[config.mk]
export PLATFORM = sky130hd
export DESIGN_NAME = regfile_opfetch
export DESIGN_NICKNAME = d
export VERILOG_FILES = /design/src/rtl/regfile_opfetch.sv
export SDC_FILE = /design/constraint.sdc
export NUM_CORES = 1
export LEC_CHECK = 0
export CAP_MARGIN = 20
export CELL_PAD_IN_SITES_DETAIL_PLACEMENT = 1
export CELL_PAD_IN_SITES_GLOBAL_PLACEMENT = 1
export CORE_ASPECT_RATIO = 2
export CORE_MARGIN = 2
export CORE_UTILIZATION = 35
export CTS_CLUSTER_SIZE = 12
export DETAILED_ROUTE_END_ITERATION = 10
export PLACE_DENSITY = 0.76
export SLEW_MARGIN = 20
export SYNTH_ARGS = -nofsm -noshare
export SYNTH_HDL_FRONTEND = slang
export SYNTH_SLANG_ARGS = --single-unit
[constraint.sdc]
create_clock -name clk -period 2.2 [get_ports clk]
set_clock_uncertainty 0.1 [all_clocks]
set_input_delay 0.55 -clock clk [delete_from_list [all_inputs] [get_ports clk]]
set_output_delay 0.55 -clock clk [all_outputs]
set_load 0.05 [all_outputs]
[src/rtl/regfile_opfetch.sv]
// Operand fetch stage: regfile read issue, same-cycle writeback bypass, 2-entry output FIFO.
// Optional REGFILE_OPFETCH_X0_ZERO_EN makes register 0 read as zero and ignore writes.
module regfile_opfetch #(
  parameter int DEPTH_LOG2 = 4,
  parameter int WIDTH      = 32
) (
  input  logic                  clk,
  input  logic                  rst_n,
  input  logic                  in_valid,
  output logic                  in_ready,
  input  logic [DEPTH_LOG2-1:0] in_rs1_addr,
  input  logic [DEPTH_LOG2-1:0] in_rs2_addr,
  input  logic                  in_use_rs1,
  input  logic                  in_use_rs2,
  input  logic                  wb_valid,
  input  logic [DEPTH_LOG2-1:0] wb_addr,
  input  logic [WIDTH-1:0]      wb_data,
  output logic                  rs1_read,
  output logic [DEPTH_LOG2-1:0] rs1_addr,
  input  logic [WIDTH-1:0]      rs1_rdata,
  output logic                  rs2_read,
  output logic [DEPTH_LOG2-1:0] rs2_addr,
  input  logic [WIDTH-1:0]      rs2_rdata,
  output logic                  rd_write,
  output logic [DEPTH_LOG2-1:0] rd_addr,
  output logic [WIDTH-1:0]      rd_wdata,
  output logic                  out_valid,
  input  logic                  out_ready,
  output logic [WIDTH-1:0]      out_rs1_data,
  output logic [WIDTH-1:0]      out_rs2_data
);

  logic                  pend_q, pend_d;
  logic                  use1_q, use2_q;
  logic                  hit1_q, hit2_q;
  logic [WIDTH-1:0]      byp1_q, byp2_q;
  logic [1:0]            occ_q, occ_d;
  logic                  wr_q, rd_q;
  logic [1:0][WIDTH-1:0] f1_q, f2_q;

  logic             use1, use2, wb_en;
  logic             fire, pop, room;
  logic             hit1, hit2;
  logic [WIDTH-1:0] op1, op2;

`ifdef REGFILE_OPFETCH_X0_ZERO_EN
  assign use1  = in_use_rs1 && (in_rs1_addr != '0);
  assign use2  = in_use_rs2 && (in_rs2_addr != '0);
  assign wb_en = wb_valid && (wb_addr != '0);
`else
  assign use1  = in_use_rs1;
  assign use2  = in_use_rs2;
  assign wb_en = wb_valid;
`endif

  // occ + pend < 2; the pop term lets a full FIFO accept in its pop cycle
  assign room      = (occ_q == 2'd0) || ((occ_q == 2'd1) && !pend_q);
  assign out_valid = (occ_q != 2'd0);
  assign pop       = out_valid && out_ready;
  assign in_ready  = rst_n && (room || pop);
  assign fire      = in_valid && in_ready;

  assign rs1_read = fire && use1;
  assign rs2_read = fire && use2;
  assign rs1_addr = in_rs1_addr;
  assign rs2_addr = in_rs2_addr;

  assign rd_write = rst_n && wb_en;
  assign rd_addr  = wb_addr;
  assign rd_wdata = wb_data;

  // a write in the issue cycle is invisible to the regfile read, so capture it
  assign hit1 = wb_en && (wb_addr == in_rs1_addr);
  assign hit2 = wb_en && (wb_addr == in_rs2_addr);

  assign op1 = !use1_q ? '0 : (hit1_q ? byp1_q : rs1_rdata);
  assign op2 = !use2_q ? '0 : (hit2_q ? byp2_q : rs2_rdata);

  assign out_rs1_data = out_valid ? f1_q[rd_q] : '0;
  assign out_rs2_data = out_valid ? f2_q[rd_q] : '0;

  // occupancy: push of the pending token, pop by the consumer
  always_comb begin
    pend_d = fire;
    occ_d  = occ_q;
    unique case ({pend_q, pop})
      2'b10:   occ_d = occ_q + 2'd1;
      2'b01:   occ_d = occ_q - 2'd1;
      default: occ_d = occ_q;
    endcase
  end

  // pending token, bypass capture, FIFO storage and pointers
  always_ff @(posedge clk or negedge rst_n) begin
    if (!rst_n) begin
      pend_q <= 1'b0;
      use1_q <= 1'b0;
      use2_q <= 1'b0;
      hit1_q <= 1'b0;
      hit2_q <= 1'b0;
      byp1_q <= '0;
      byp2_q <= '0;
      occ_q  <= 2'd0;
      wr_q   <= 1'b0;
      rd_q   <= 1'b0;
      f1_q   <= '0;
      f2_q   <= '0;
    end else begin
      pend_q <= pend_d;
      occ_q  <= occ_d;
      if (fire) begin
        use1_q <= use1;
        use2_q <= use2;
        hit1_q <= hit1;
        hit2_q <= hit2;
        byp1_q <= wb_data;
        byp2_q <= wb_data;
      end
      if (pend_q) begin
        f1_q[wr_q] <= op1;
        f2_q[wr_q] <= op2;
        wr_q       <= ~wr_q;
      end
      if (pop) begin
        rd_q <= ~rd_q;
      end
    end
  end

endmodule

Word-level counts from Yosys, hierarchy flattened
Index checks and enable logic that the tools add are counted.
W data, S select, Z words.
Word-level totals
  flip-flop bits (word level): 169
  bits in latches: 0
  memory bits (writable): 0
  bits in read-only memories: 0
  bits of input ports: 115
  output and inout port bits: 113
  word-level logic and storage cells: 56
  memories: 0
Operators by class
  add/subtract/negate cells: 2
  multipliers: 0
  div/mod/pow operators: 0
  order comparisons: 3
  equal/unequal tests: 5
  shift-type cells: 0
  muxes and demuxes: 15
  bitwise logic cells: 2
  reductions and logical operators: 16
Operator list (count)
  $mux W32: 11
  $bwmux W64: 2
  $demux W32 S1: 1
  $logic_and A1 B1 Y1: 10
  $eq A4 B4 Y1: 2
  $eq A2 B1 Y1 const B: 2
  $lt A1 B2 Y1 const B: 2
  $pmux W2 S2: 1
  $reduce_bool A2 Y1: 2
  $add A2 B1 Y2 const B: 1
  $eq A2 B2 Y1 const B: 1
  $logic_not A2 Y1: 1
  $logic_or A1 B1 Y1: 2
  $not A1 Y1: 2
  $sub A2 B1 Y2 const B: 1
  $ge A1 B1 Y1 const B: 1
  $logic_not A1 Y1: 1

Depth between registers and ports, before layout
Gate-level depths: netlist of the first run.
  depth in word-level cells: 7
  gate-level depth with buffers: 7
  gate-level depth less buffers: 6

Worst setup path before layout of the first run
OpenSTA, ideal clock, no wires.
  kind: register to output
  start point: register occ_q[0]
  end point: output port out_rs1_data[0]
  arrival: 1.813 ns
  required time: 1.550 ns
  slack: -0.263 ns
  stages on the path, launching flop included: 7
  buffers on the path: 3
  path through: dfrtp_1 -> inv_1 -> ha_1 -> clkbuf_1 -> clkbuf_1 -> clkbuf_1 -> nor2_1
On the way
  longest elaborated chain between the ends: 2
Ends and longest elaborated chain
  from (decl): line 37  | logic [1:0] occ_q, occ_d;
  from (signal assigned): line 103  | occ_q <= 2'd0;
  from (signal assigned): line 110  | occ_q <= occ_d;
  $reduce_bool A2 Y1: line 58  | assign out_valid = (occ_q != 2'd0);
  $mux W32: line 79  | assign out_rs1_data = out_valid ? f1_q[rd_q] : '0;
  to (decl): line 29  | output logic [WIDTH-1:0] out_rs1_data,
Every way passes these cells.

Final worst setup path of the first run
  start point: register occ_q[0]
  end point: output port out_rs2_data[10]
On the way
  longest elaborated chain between the ends: 2
Ends and longest elaborated chain
  $reduce_bool A2 Y1: line 58
  $mux W32: line 80  | assign out_rs2_data = out_valid ? f2_q[rd_q] : '0;
  to (decl): line 30  | output logic [WIDTH-1:0] out_rs2_data
Every way passes these cells.

==> impl_results.rst, run 1 <==
.. list-table::
   :header-rows: 1

   * - Metric
     - Value
   * - Syn-to-layout area delta
     - 59.3%
   * - Power density normalized to cell area
     - 1610 mW/mm²
   * - Half-perimeter wire length of the detailed placement result
     - 19200 µm
   * - RSZ-0062 raised after global routing
     - true
   * - Antenna violations before repair
     - 1
   * - Launching element type of the critical path
     - register
   * - DRC violation count after routing
     - 0
   * - CTS Root Buffer Type
     - clkbuf_16
   * - Result of the run
     - complete, but fails checks
   * - Data arrival time of the worst path
     - 1.80 ns
   * - Final period demand of the worst path
     - 2.45 ns
   * - Chain of cells forming the critical path
     - inv_2 -> ha_4 -> buf_16 -> buf_4 -> nor2_2 -> buf_12
   * - Maximum operating frequency
     - 0.407 GHz
   * - Highest net fanout along the worst path
     - 12
   * - Total length of routed wires
     - 29200 µm
   * - Most numerous cell in the Yosys netlist
     - nand2_1
   * - Final critical-path share of the clock period
     - 112%
   * - Setup TNS
     - -13.85 ns
   * - Number of instances in the synthesized netlist
     - 861
   * - Critical-path top delay cell
     - dfrtp_2
   * - Max-slew violation total from the final report
     - 0
   * - Top cell types by occurrence after synthesis
     - nand2_1 (194), dfrtp_1 (169), o21ai_0 (129)
   * - Average footprint of a synthesized cell
     - 9.85 µm²
   * - H-tree lvl count
     - 4
   * - Io pins
     - 228
   * - Clock-pin slew on the worst setup and hold paths
     - 0.06 ns
   * - EDFF count, synth
     - 0
   * - CP required
     - 1.55 ns
   * - Total global routing overflow
     - 0
   * - Final setup violation count
     - 68
   * - Number of violations reported at the end of detailed-routing iteration 0
     - 229
   * - Core ar.
     - 0.0238 mm²
   * - Sequential fraction of the synthesis area
     - 49.9%
   * - Number of synthesized register bits
     - 169
   * - Wire length of the first global-routing pass
     - 43400 µm
   * - Static power due to leakage
     - 5.74 nW
   * - Area share of the largest cell type after synthesis
     - 49.9%
   * - Count of maximum capacitance violations
     - 0
   * - Dominant synthesized flop cell
     - dfrtp_1
   * - Share of synthesized registers carrying an async set or reset
     - 100%
   * - Violated checks
     - negative setup slack
   * - Combined area of all synthesized cells
     - 0.00848 mm²
   * - Critical path's largest stage delay
     - 0.41 ns
   * - Global placer's final weighted congestion
     - 0.758
   * - IR Drop Worst-Case VDD
     - 823 µV
   * - Pin count of the biggest net entering global routing
     - 79
   * - Crit path capture type
     - output port
   * - Leading cell types by total area after synthesis
     - dfrtp_1 (50%), mux2_2 (12%), nand2_1 (8.6%)
   * - Total via count after detailed routing
     - 6989
   * - Worst-Skew Late Latency
     - 0.44 ns
   * - Total global routing track utilization
     - 22.6%
   * - Post-Syn Nets
     - 979
   * - DR pass1 iterations
     - 4
   * - Final core area utilization
     - 56.7%
   * - Clock sink count
     - 169
   * - FP Rows
     - 80
   * - Share of final-layout standard cells stronger than drive strength 1
     - 38.6%
   * - Worst-margin pin slew
     - 0.934 ns
   * - Post-route ant nets
     - 0
   * - Max clock buf depth
     - 2
   * - Post-detailed-route via-to-cell ratio
     - 5.17
   * - Effective utilization at floorplan
     - 35.6%
   * - Synth warnings
     - 0
   * - Total of buffers placed on input and output ports
     - 227
   * - Number of global-route vias before repair
     - 7843
   * - Number of buffers created by CTS
     - 17
   * - DIE WIDTH
     - 114 µm
   * - Die height
     - 224 µm
   * - DR WL/cell
     - 21.6 µm
   * - Distinct cell type count of the synthesized netlist
     - 23
   * - CP Class
     - reg2out
   * - Area enclosed by the die boundary
     - 0.0256 mm²
   * - Final worst hold slack
     - 0.0474 ns
   * - Hold buffer count at cts
     - 0
   * - Overall Power
     - 0.0218 W
   * - Largest area contributor in the synthesized netlist
     - dfrtp_1
   * - Final critical-path setup slack
     - -0.255 ns
   * - Path category of the worst min-delay check
     - in2async
   * - TritonCTS clock tree
     - done
   * - Worst slew margin
     - 37.7%
   * - Final hold violations
     - 0
   * - Count of nets after finishing
     - 1168
==> stage by stage <==
step	instances	worst slack [ns]	area (µm²)
after floorplan	861	-0.0823	8640
after global placement	1298	-0.206	12000
after detailed placement	1298	-0.207	12000
after CTS	1343	-0.325	13100
after global routing	1351	-0.292	13500
final	1351	-0.255	13500
==> registers in the layout, indices dropped and copies added, names as in the netlist <==
name    cells
occ_q       2
byp1_q     32
use2_q      1
f1_q       64
rd_q        1
hit1_q      1
wr_q        1
hit2_q      1
use1_q      1
pend_q      1
f2_q       64
==> report_power, final <==
group | internal [W] | switching (W)
Combinational | 0.00583 | 0.00711
Clock | 0.00183 | 0.00132
Sequential | 0.00458 | 0.00115
Total | 0.0122 | 0.00958
==> layer usage <==
layer	vias to the layer above	track usage (%)	wire, µm
met1	3500	23.2	10300
met5	-	0	0
met2	216	43.3	16800
li1	3218	-	-
met3	55	4.06	1100
met4	0	10.2	1060
==> cell usage in the layout, fill, tap and decap left out, types with 3 or more instances in the layout <==
master / count
o21ai_0: 129
clkbuf_16: 20
mux2_4: 5
mux2i_1: 26
buf_12: 105
xnor2_1: 10
nor2_2: 21
mux2_2: 93
inv_1: 3
nand2_1: 193
dfrtp_2: 3
bufinv_16: 3
inv_6: 3
nor2_4: 43
buf_4: 29
buf_6: 17
mux2i_4: 11
buf_16: 6
clkinv_4: 4
clkdlybuf4s50_1: 113
dfrtp_1: 165
mux2i_2: 27
==> worst paths after layout <==
| kind | startpoint | endpoint | slack (ns) | cells past startpoint |
|---|---|---|---|---|
| hold / removal | rst_n | f2_q[36] | 0.05 | 2 |
| max in group asynchronous | rst_n | rd_q | 1.04 | 2 |
| setup / recovery | occ_q[0] | out_rs2_data[10] | -0.25 | 6 |
| min in group clk | f1_q[59] | f1_q[59] | 0.38 | 2 |
| setup reg to reg | occ_q[1] | byp1_q[1] | 0.28 | 6 |
| hold reg to reg | f1_q[59] | f1_q[59] | 0.38 | 2 |
==> worst max-delay path, delay by kind of cell (launching register included) <==
kind          cells  cell delay (ns)
fa+ha+maj         1             0.19
flops             1             0.41
buf+inv           4             0.55
simple gates      1             0.21
==> cell type report <==
| cell class | instances | area [µm²] |
|---|---|---|
| diodes | 1 | 2.50 |
| clock buffers | 19 | 443 |
| repair buffers | 277 | 3980 |
| flip-flops and latches | 169 | 4240 |
| clock inverters | 13 | 169 |
| multi-input cells | 579 | 4300 |
| fillers | 2399 | 10300 |
| inverters | 6 | 26.3 |
| well taps | 287 | 359 |
==> cell families after synthesis <==
family          after synthesis  synth area share (%)
buf+inv                     113                  7.42
simple gates                267                  12.1
flops                       169                  49.9
compound gates              135                  8.17
mux                         162                  20.8
fa+ha+maj                     3                 0.443
xor+xnor                     12                  1.24
==> what timing repair did <==
item | CTS | global route
gates resized for setup | 67 | 71
buffers inserted | 8 | 5
pin swaps | 9 | 11
endpoints found under the setup margin | 68 | 68
cloned | 5 | 3
Power figures use the tool's default switching activity.
==> run 2, diff against run 1 <==
- CORE_MARGIN: 2 -> 8
==> impl_results.rst, run 2 (synthesis gave the netlist of run 1 again) <==
.. list-table::
   :header-rows: 1

   * - Metric
     - Value
   * - Family with the most delay on the worst path
     - flip-flops
   * - CTS Root Buffer Type
     - clkbuf_16
   * - Result of the run
     - complete, but fails checks
   * - Io pins
     - 228 (unchanged)
   * - Critical-path top delay cell
     - dfrtp_2
   * - Antenna violations before repair
     - 1 (unchanged)
   * - Final critical-path setup slack
     - -0.268 ns (-0.0126 ns)
   * - Final hold violations
     - 0 (unchanged)
   * - Fraction of power spent switching nets
     - 43.7% (-0.14 points)
   * - Placement Setup Slack
     - -0.270 ns (-0.0622 ns)
   * - Final critical-path share of the clock period
     - 112% (+0.57 points)
   * - Path category of the worst min-delay check
     - in2async
   * - Static power due to leakage
     - 5.72 nW (-0.32%)
   * - Final period demand of the worst path
     - 2.47 ns (+0.0126 ns)
   * - Effective utilization at floorplan
     - 35.6% (unchanged)
   * - Maximum operating frequency
     - 0.405 GHz (-0.51%)
   * - FP Rows
     - 80 (unchanged)
   * - Count of maximum capacitance violations
     - 0 (unchanged)
   * - Violated checks
     - negative setup slack
   * - DIE WIDTH
     - 126 µm (+11%)
   * - Highest net fanout along the worst path
     - 5 (-7)
   * - Clock-pin slew on the worst setup and hold paths
     - 0.07 ns (about the same)
   * - IR Drop Worst-Case VDD
     - 812 µV (-1.3%)
   * - Max clock buf depth
     - 2 (unchanged)
   * - DRT met1 WL
     - 10400 µm (+1.1%)
   * - Die height
     - 236 µm (+5.4%)
   * - Combinational group share of total power
     - 58.2% (-1.1 points)
   * - Switching Power
     - 0.00950 W (-0.82%)
   * - Internal
     - 0.0122 W (-0.24%)
   * - Crit path capture type
     - output port
   * - Most frequent standard cell in the layout excluding fill and tap cells
     - nand2_1
   * - RSZ-0062 raised after global routing
     - true
   * - Most frequent cells in the layout
     - nand2_1 (193), dfrtp_1 (165), o21ai_0 (129)
   * - Filler Cell Count
     - 2414 (+0.63%)
   * - Fraction of power consumed by sequential logic
     - 26.6% (+0.3 points)
   * - CP Class
     - reg2out
   * - Share of final-layout standard cells stronger than drive strength 1
     - 38.1% (-0.49 points)
   * - Number of buffers created by CTS
     - 17 (unchanged)
   * - Number of violations reported at the end of detailed-routing iteration 0
     - 348 (+52%)
   * - Worst-Skew Late Latency
     - 0.44 ns (about the same)
   * - Total via count after detailed routing
     - 6975 (-0.20%)
   * - Registers with the most flip-flops
     - f1_q: 64 flops, f2_q: 64 flops, byp1_q: 32 flops
   * - Uppermost routed layer
     - met4
   * - Clock network fraction of design power
     - 15.2% (+0.8 points)
   * - Post-detailed-route via-to-cell ratio
     - 5.17 (about the same)
   * - Power density normalized to cell area
     - 1610 mW/mm² (-0.12%)
   * - Total of buffers placed on input and output ports
     - 227 (unchanged)
   * - Post-route ant nets
     - 0 (unchanged)
   * - DR pass1 iterations
     - 4 (unchanged)
   * - Final setup violation count
     - 68 (unchanged)
   * - CP required
     - 1.55 ns (about the same)
   * - Total global routing overflow
     - 0 (unchanged)
   * - Overall Power
     - 0.0217 W (-0.50%)
   * - Syn-to-layout area delta
     - 58.7%
   * - H-tree lvl count
     - 4 (unchanged)
   * - Number of global-route vias before repair
     - 8064 (+2.8%)
   * - Launching element type of the critical path
     - register
   * - Wire length of the first global-routing pass
     - 45600 µm (+5.2%)
   * - Max-slew violation total from the final report
     - 0 (unchanged)
   * - Met2 wire len
     - 17100 µm (+1.9%)
   * - Half-perimeter wire length of the detailed placement result
     - 20600 µm (+7.5%)
   * - Worst slew margin
     - 39.8% (+2.1 points)
   * - Area enclosed by the die boundary
     - 0.0298 mm² (+16%)
   * - Count of nets after finishing
     - 1166 (-0.17%)
   * - Met3 routed wirelength
     - 1550 µm (+41%)
   * - Source of the worst register-to-register timing path
     - occ_q[1]
   * - Chain of cells forming the critical path
     - inv_2 -> ha_4 -> o31a_4 -> and2_4 -> buf_12
   * - Pin count of the biggest net entering global routing
     - 93 (+18%)
   * - Total global routing track utilization
     - 20.0% (-2.6 points)
   * - Total buffers and inverters traversed by the critical path
     - 2 (-2)
   * - DRC violation count after routing
     - 0 (unchanged)
   * - Global placer's final weighted congestion
     - 0.753 (-0.67%)
   * - Critical path's largest stage delay
     - 0.42 ns (about the same)
   * - Critical path launch point
     - occ_q[0]
   * - Worst-margin pin slew
     - 0.903 ns (-0.0314 ns)
   * - TritonCTS clock tree
     - done
   * - Data arrival time of the worst path
     - 1.82 ns (+0.02 ns)
   * - DR WL/cell
     - 22.3 µm (+2.9%)
   * - Core ar.
     - 0.0238 mm² (unchanged)
   * - Total length of routed wires
     - 30000 µm (+2.8%)
   * - Clock sink count
     - 169 (unchanged)
run 2: cell count changes in the layout (fill, tap and decap cells not counted), moves of 2 or more:
cell	change
nor2_4	-20
nor2_2	+17
mux2i_2	-10
mux2i_4	+9
buf_4	-4
buf_6	+3
inv_6	+3
nor2_1	+3
bufbuf_16	-2
clkinv_2	-2
run 2: worst register-to-register path, cell delays in order (launching register included):
cell and delay [ns]:
dfrtp_1 0.39, inv_2 0.12, ha_4 0.14, nor2b_4 0.16, o31a_4 0.18, buf_4 0.12, buf_4 0.28, mux2_2 0.38
run 2: power groups by stage:
stage	Sequential (W)	Combinational (W)	Clock [W]
final	0.00578	0.0126	0.00330
after global routing	0.00597	0.0133	0.00348
after CTS	0.00561	0.0118	0.00336
after detailed placement	0.00560	0.0107	0
after global placement	0.00545	0.0105	0
after floorplan	0.00518	0.00626	0
run 2: timing repair:
action	4_1_cts	5_1_grt
buffers inserted	9	2
pin swaps	13	16
gates resized for setup	59	72
gates cloned	3	4
endpoints found under the setup margin	68	68
hold buffers	1	0
hold endpoints to repair	9	0
run 2: cell type report:
| type | count | area (µm²) | share of cell area, % |
|---|---|---|---|
| Clock buffer | 17 | 425 | 3.16 |
| Clock inverter | 15 | 214 | 1.59 |
| Sequential cell | 169 | 4240 | 31.5 |
| Antenna cell | 1 | 2.50 | 0.0186 |
| Tap cell | 287 | 359 | 2.67 |
| Inverter | 6 | 26.3 | 0.195 |
| Timing Repair Buffer | 275 | 3930 | 29.2 |
| Multi-Input combinational cell | 579 | 4270 | 31.7 |
run 2: metal layers:
metal,global-route usage [%],up-vias
met5,0,-
met4,8.62,0
met3,6.28,45
met2,38.3,196
met1,18.9,3533
li1,-,3201
run 2: metrics by stage:
stage,util [%],cells,setup TNS (ns),hold WS [ns],area [µm²]
floorplan,-,861,-4.15,0.154,8640
global placement,50.0,1298,-5.01,0.360,11900
detailed placement,50.0,1298,-5.95,0.370,11900
CTS,54.5,1342,-16.66,0.215,13000
global route,56.5,1349,-18.54,0.213,13500
finish,56.5,1349,-14.22,0.193,13500
run 2: final timing paths:
check,slack (ns),cells after the start,endpoint
min in group clk,0.38,2,f2_q[6]
max in group asynchronous,1.01,3,rd_q
setup reg to reg,0.21,7,byp1_q[1]
hold / removal,0.19,3,f2_q[1]
hold reg to reg,0.38,2,f2_q[6]
setup / recovery,-0.27,5,rs2_read
==> patch 1, RTL diff (config.mk and constraints of run 2) <==
The option `REGFILE_OPFETCH_X0_ZERO_EN` is turned on by a define.
--- a/src/rtl/regfile_opfetch.sv
+++ b/src/rtl/regfile_opfetch.sv
@@ -2,2 +2,4 @@
 // Optional REGFILE_OPFETCH_X0_ZERO_EN makes register 0 read as zero and ignore writes.
+`define REGFILE_OPFETCH_X0_ZERO_EN
+
 module regfile_opfetch #(
Check against the original RTL: not equivalent (a bounded check fails within 4 cycles, from zero or initial values and one cycle with rst_n low).
==> patch 1 against run 2 <==
The run still ends with setup timing left; power fell by 2.7%; register-to-register slack worse by 0.11 ns; wire length grew 2.7%; design area grew 1.4%; sequential cell count stayed put; worst setup slack gained 0.039 ns; largest power group unchanged; highest routed layer unchanged; die area rose by 1.3%; area after synthesis increased by 1.4%; clock power is 7.3% lower; global-route usage increased by 0.39 points; maximum frequency grew 1.6%.
==> patch 1: results <==
status:
  status: "finished with violations"
  violations: "setup timing"
yosys:
  synthFlopType: "dfrtp_1"
  yosysWarnings: 0
  synth.distinct_cells: 28
  synthArstFlopShare_pct: 100
  ys_seq_area_share_pct: 49.2
  synth_fp_nets: 980
  synthTopCellsByCount: "nand2_1 (194), dfrtp_1 (169), o21ai_0 (129)"
  yosys-top-cells-area: "dfrtp_1 (49%), mux2_2 (9.0%), nand2_1 (8.5%)"
  postSynthCellCount: 862
setup_path:
  cp_max_fo: 8
  reg2reg_depth: 9
  crit_path_max_incr_delay_ns: 0.50
  regToRegStartpoint: "occ_q[1]"
  cpMaxStageDelayCell: "dfrtp_4"
  crit_family: "buffers and inverters"
  cp-startpoint: "rd_q"
  cp.arrival_ns: 1.78
  crit_path_end: "out_rs1_data[2]"
  r2r-end: "byp1_q[3]"
  reg2reg_slack_ns: 0.10
placement:
  place_area_mm2: 0.0120
  port_buffers: 227
  place_congestion: 0.750
  placedCellCount: 1318
  hpwl_mm: 20.7
global_route:
  grt_pass1_vias: 8070
  grt_use_total_pct: 20.4
  grt_max_degree: 123
  antenna_found_initial: 4
  grt_pass1_wl_mm: 46.8
clocking:
  cts_buffers: 17
  worstSkewPairLatency_ns: 0.44
  path_clk_slew_ns: 0.06
  h-tree-depth: 4
final_layout:
  fin_cells: 1374
  largestRegisters: "f1_q x64, f2_q x64, byp1_q x32"
  fill_cells: 2461
  drive_gt1_share_pct: 39.3
  fin_nets: 1185
timing:
  final-setup-viol-count: 68
  hold_violations: 0
  timing.hold.ws_ns: 0.151
  setup_slack_ns: -0.229
  worst_pin_slew_ns: 0.684
routing:
  wl_per_cell_um: 22.4
  dr.pass1.iters: 5
  first_iter_violations: 281
  via_count: 7037
worst_hold_path:
  hold_path_class: "in2async"
power_and_ir_drop:
  leakagePower_nw: 5.85
  ir_drop_mv: 0.776
==> patch 1: cells by family after synthesis <==
kind of cell	after synthesis	synth area share, %
and+or+nand+nor	267	11.9
DFF	169	49.2
muxes	162	21.4
AOI/OAI and AO/OA	137	8.50
buffers and inverters	112	7.36
xor gates and xnor gates	12	1.22
adders and majority gates	3	0.436
==> patch 1: worst reg2reg max path: stages (launching register included) <==
cell	delay (ns)
dfrtp_1	0.40
inv_2	0.10
ha_1	0.15
nor2b_4	0.21
o31ai_4	0.10
buf_4	0.15
buf_4	0.14
inv_4	0.09
buf_12	0.17
mux2_2	0.37
==> patch 1: area by class of cell <==
type | instances | share of cell area (%)
antenna | 4 | 0.0733
clock buffer | 24 | 3.46
clock inverter | 8 | 0.871
inverter | 7 | 0.211
multi-input combinational | 581 | 32.3
sequential | 169 | 31.0
tap | 290 | 2.66
timing repair buffer | 291 | 29.4
==> patch 1: through the flow <==
step	utilization, %	setup WS (ns)	TNS, ns
2_1_floorplan	-	-0.135	-5.40
3_3_place_gp	49.5	-0.226	-2.96
3_5_place_dp	49.5	-0.266	-3.41
4_1_cts	54.3	-0.258	-14.28
5_1_grt	56.1	-0.276	-15.81
6_report	56.1	-0.229	-11.77
==> patch 1: layer usage <==
metal / vias up / routed length, um / track usage (%)
li1: 3245 / - / -
met5: - / 0 / 0
met1: 3535 / 10900 / 20.6
met3: 64 / 1410 / 5.07
met2: 193 / 17200 / 37.7
met4: 0 / 1360 / 10.6
==> patch 1: report_power, final <==
part	switching, mW	leakage [nW]	internal [mW]
Combinational	6.90	3.40	5.59
Sequential	1.07	2.16	4.51
Clock	1.22	0.292	1.84
Total	9.19	5.85	11.9
==> patch 1: what timing repair did <==
item	CTS	global route
gates cloned	4	5
setup endpoints to repair	69	69
setup buffers	8	4
pin swaps	18	19
gates resized for setup	110	63
==> patch 2, RTL diff (flow settings as in run 2) <==
Without the edit above. Reset style: synchronous (`rst_n`), changed in one clocked block.
--- a/src/rtl/regfile_opfetch.sv
+++ b/src/rtl/regfile_opfetch.sv
@@ -93,3 +93,3 @@
   // pending token, bypass capture, FIFO storage and pointers
-  always_ff @(posedge clk or negedge rst_n) begin
+  always_ff @(posedge clk) begin
     if (!rst_n) begin
Formal check against the unedited RTL: differs if rst_n is asserted again (counterexample within 4 cycles, from zero or initial values and one cycle with rst_n low); with rst_n held inactive, the same outputs for 4 cycles.
==> patch 2 against run 2 <==
The flow still finishes with violations (setup timing); worst setup slack gained 0.043 ns; design area grew 2.2%; wire length grew 11%; area after synthesis shrank 3.5%; sequential cell count is the same; global-route usage grew 3.2 points; via count grew 10%; core utilization grew 3.0 points; critical endpoint unchanged; highest routed layer unchanged.
Power is not compared: it rests on default switching activity, and its combinational part moved more than twofold at a synthesized area within 25%.
==> patch 2: results <==
global_route:
  grt_pass1_vias: 8743
  gr-usage-met3_pct: 4.55
  grt_pass1_wl_mm: 50.6
  grt_use_total_pct: 23.3
  antenna_found_initial: 7
  grt_max_degree: 55
  grt_use_met1_pct: 22.4
  use_met2_pct: 43.0
clocking:
  post_cts_buffers: 28
  path_clk_slew_ns: 0.06
  holdBufCountCts: 0
  cts_resized: 287
timing:
  final-setup-viol-count: 66
  setup_slack_ns: -0.225
  fin_setup_tns_ns: -6.98
  timing.hold.ws_ns: 0.358
yosys:
  synthTopCellsByCount: "nand2_1 (258), dfxtp_1 (169), o21ai_0 (125)"
  ys_seq_area_share_pct: 41.3
  synth.distinct_cells: 27
  synthFlopType: "dfxtp_1"
setup_path:
  cp_max_fo: 7
  crit_path_max_incr_delay_ns: 0.38
  cp-startpoint: "occ_q[0]"
  cpMaxStageDelayCell: "dfxtp_4"
  r2r-end: "byp2_q[14]"
  cp.arrival_ns: 1.77
  reg2reg_depth: 7
final_layout:
  multi_input_gates: 714
  clkCellAreaFrac_pct: 4.24
  flops_and_latches: 169
  nonClockInverterCount: 5
  seq_area_mm2: 0.00340
  nNonClkBuffers: 292
  drive_gt1_share_pct: 33.7
  fill_cells: 2496
  n_clock_buffer: 20
  nonClkBufAreaFrac_pct: 30.2
  multi_input_area_mm2: 0.00523
  largestRegisters: "f1_q x64, f2_q x64, byp2_q x32"
worst_hold_path:
  hold_path_class: "reg2reg"
routing:
  first_iter_violations: 408
  via_per_inst: 5.13
  wl_per_cell_um: 22.1
placement:
  pre_cts_slack_ns: -0.231
  place_area_mm2: 0.0113
  place_congestion: 0.801
  hpwl_mm: 20.9
power_and_ir_drop:
  finalPower_mw: 11.5
die:
  rows: 79
status:
  violations: "setup timing"
  status: "finished with violations"
patch 2: routing by layer:
layer  wire, um  share of wire, %
met1      11300                34
met2      18600                56
met3       1570               4.7
met4       1690               5.1
met5          0                 0
patch 2: through the flow:
step / cells / util, %
6_report: 1499 / 59.5
5_1_grt: 1499 / 59.5
4_1_cts: 1492 / 58.7
3_5_place_dp: 1428 / 48.6
3_3_place_gp: 1428 / 48.6
2_1_floorplan: 1008 / -
patch 2: logic make-up after synthesis:
family | count (synthesis) | synth area share [%]
compound gates | 137 | 8.73
xor+xnor | 11 | 1.18
fa+ha+maj | 3 | 0.459
buf+inv | 125 | 8.86
flops | 169 | 41.3
mux | 128 | 16.6
simple gates | 435 | 22.8
patch 2: worst register-to-register path: cells and delay by family (launching register included):
kind,cells,cell delay (ns)
and+or+nand+nor,2,0.33
AOI/OAI and AO/OA,1,0.32
DFF,1,0.38
adders and majority gates,1,0.21
buffers and inverters,3,0.61
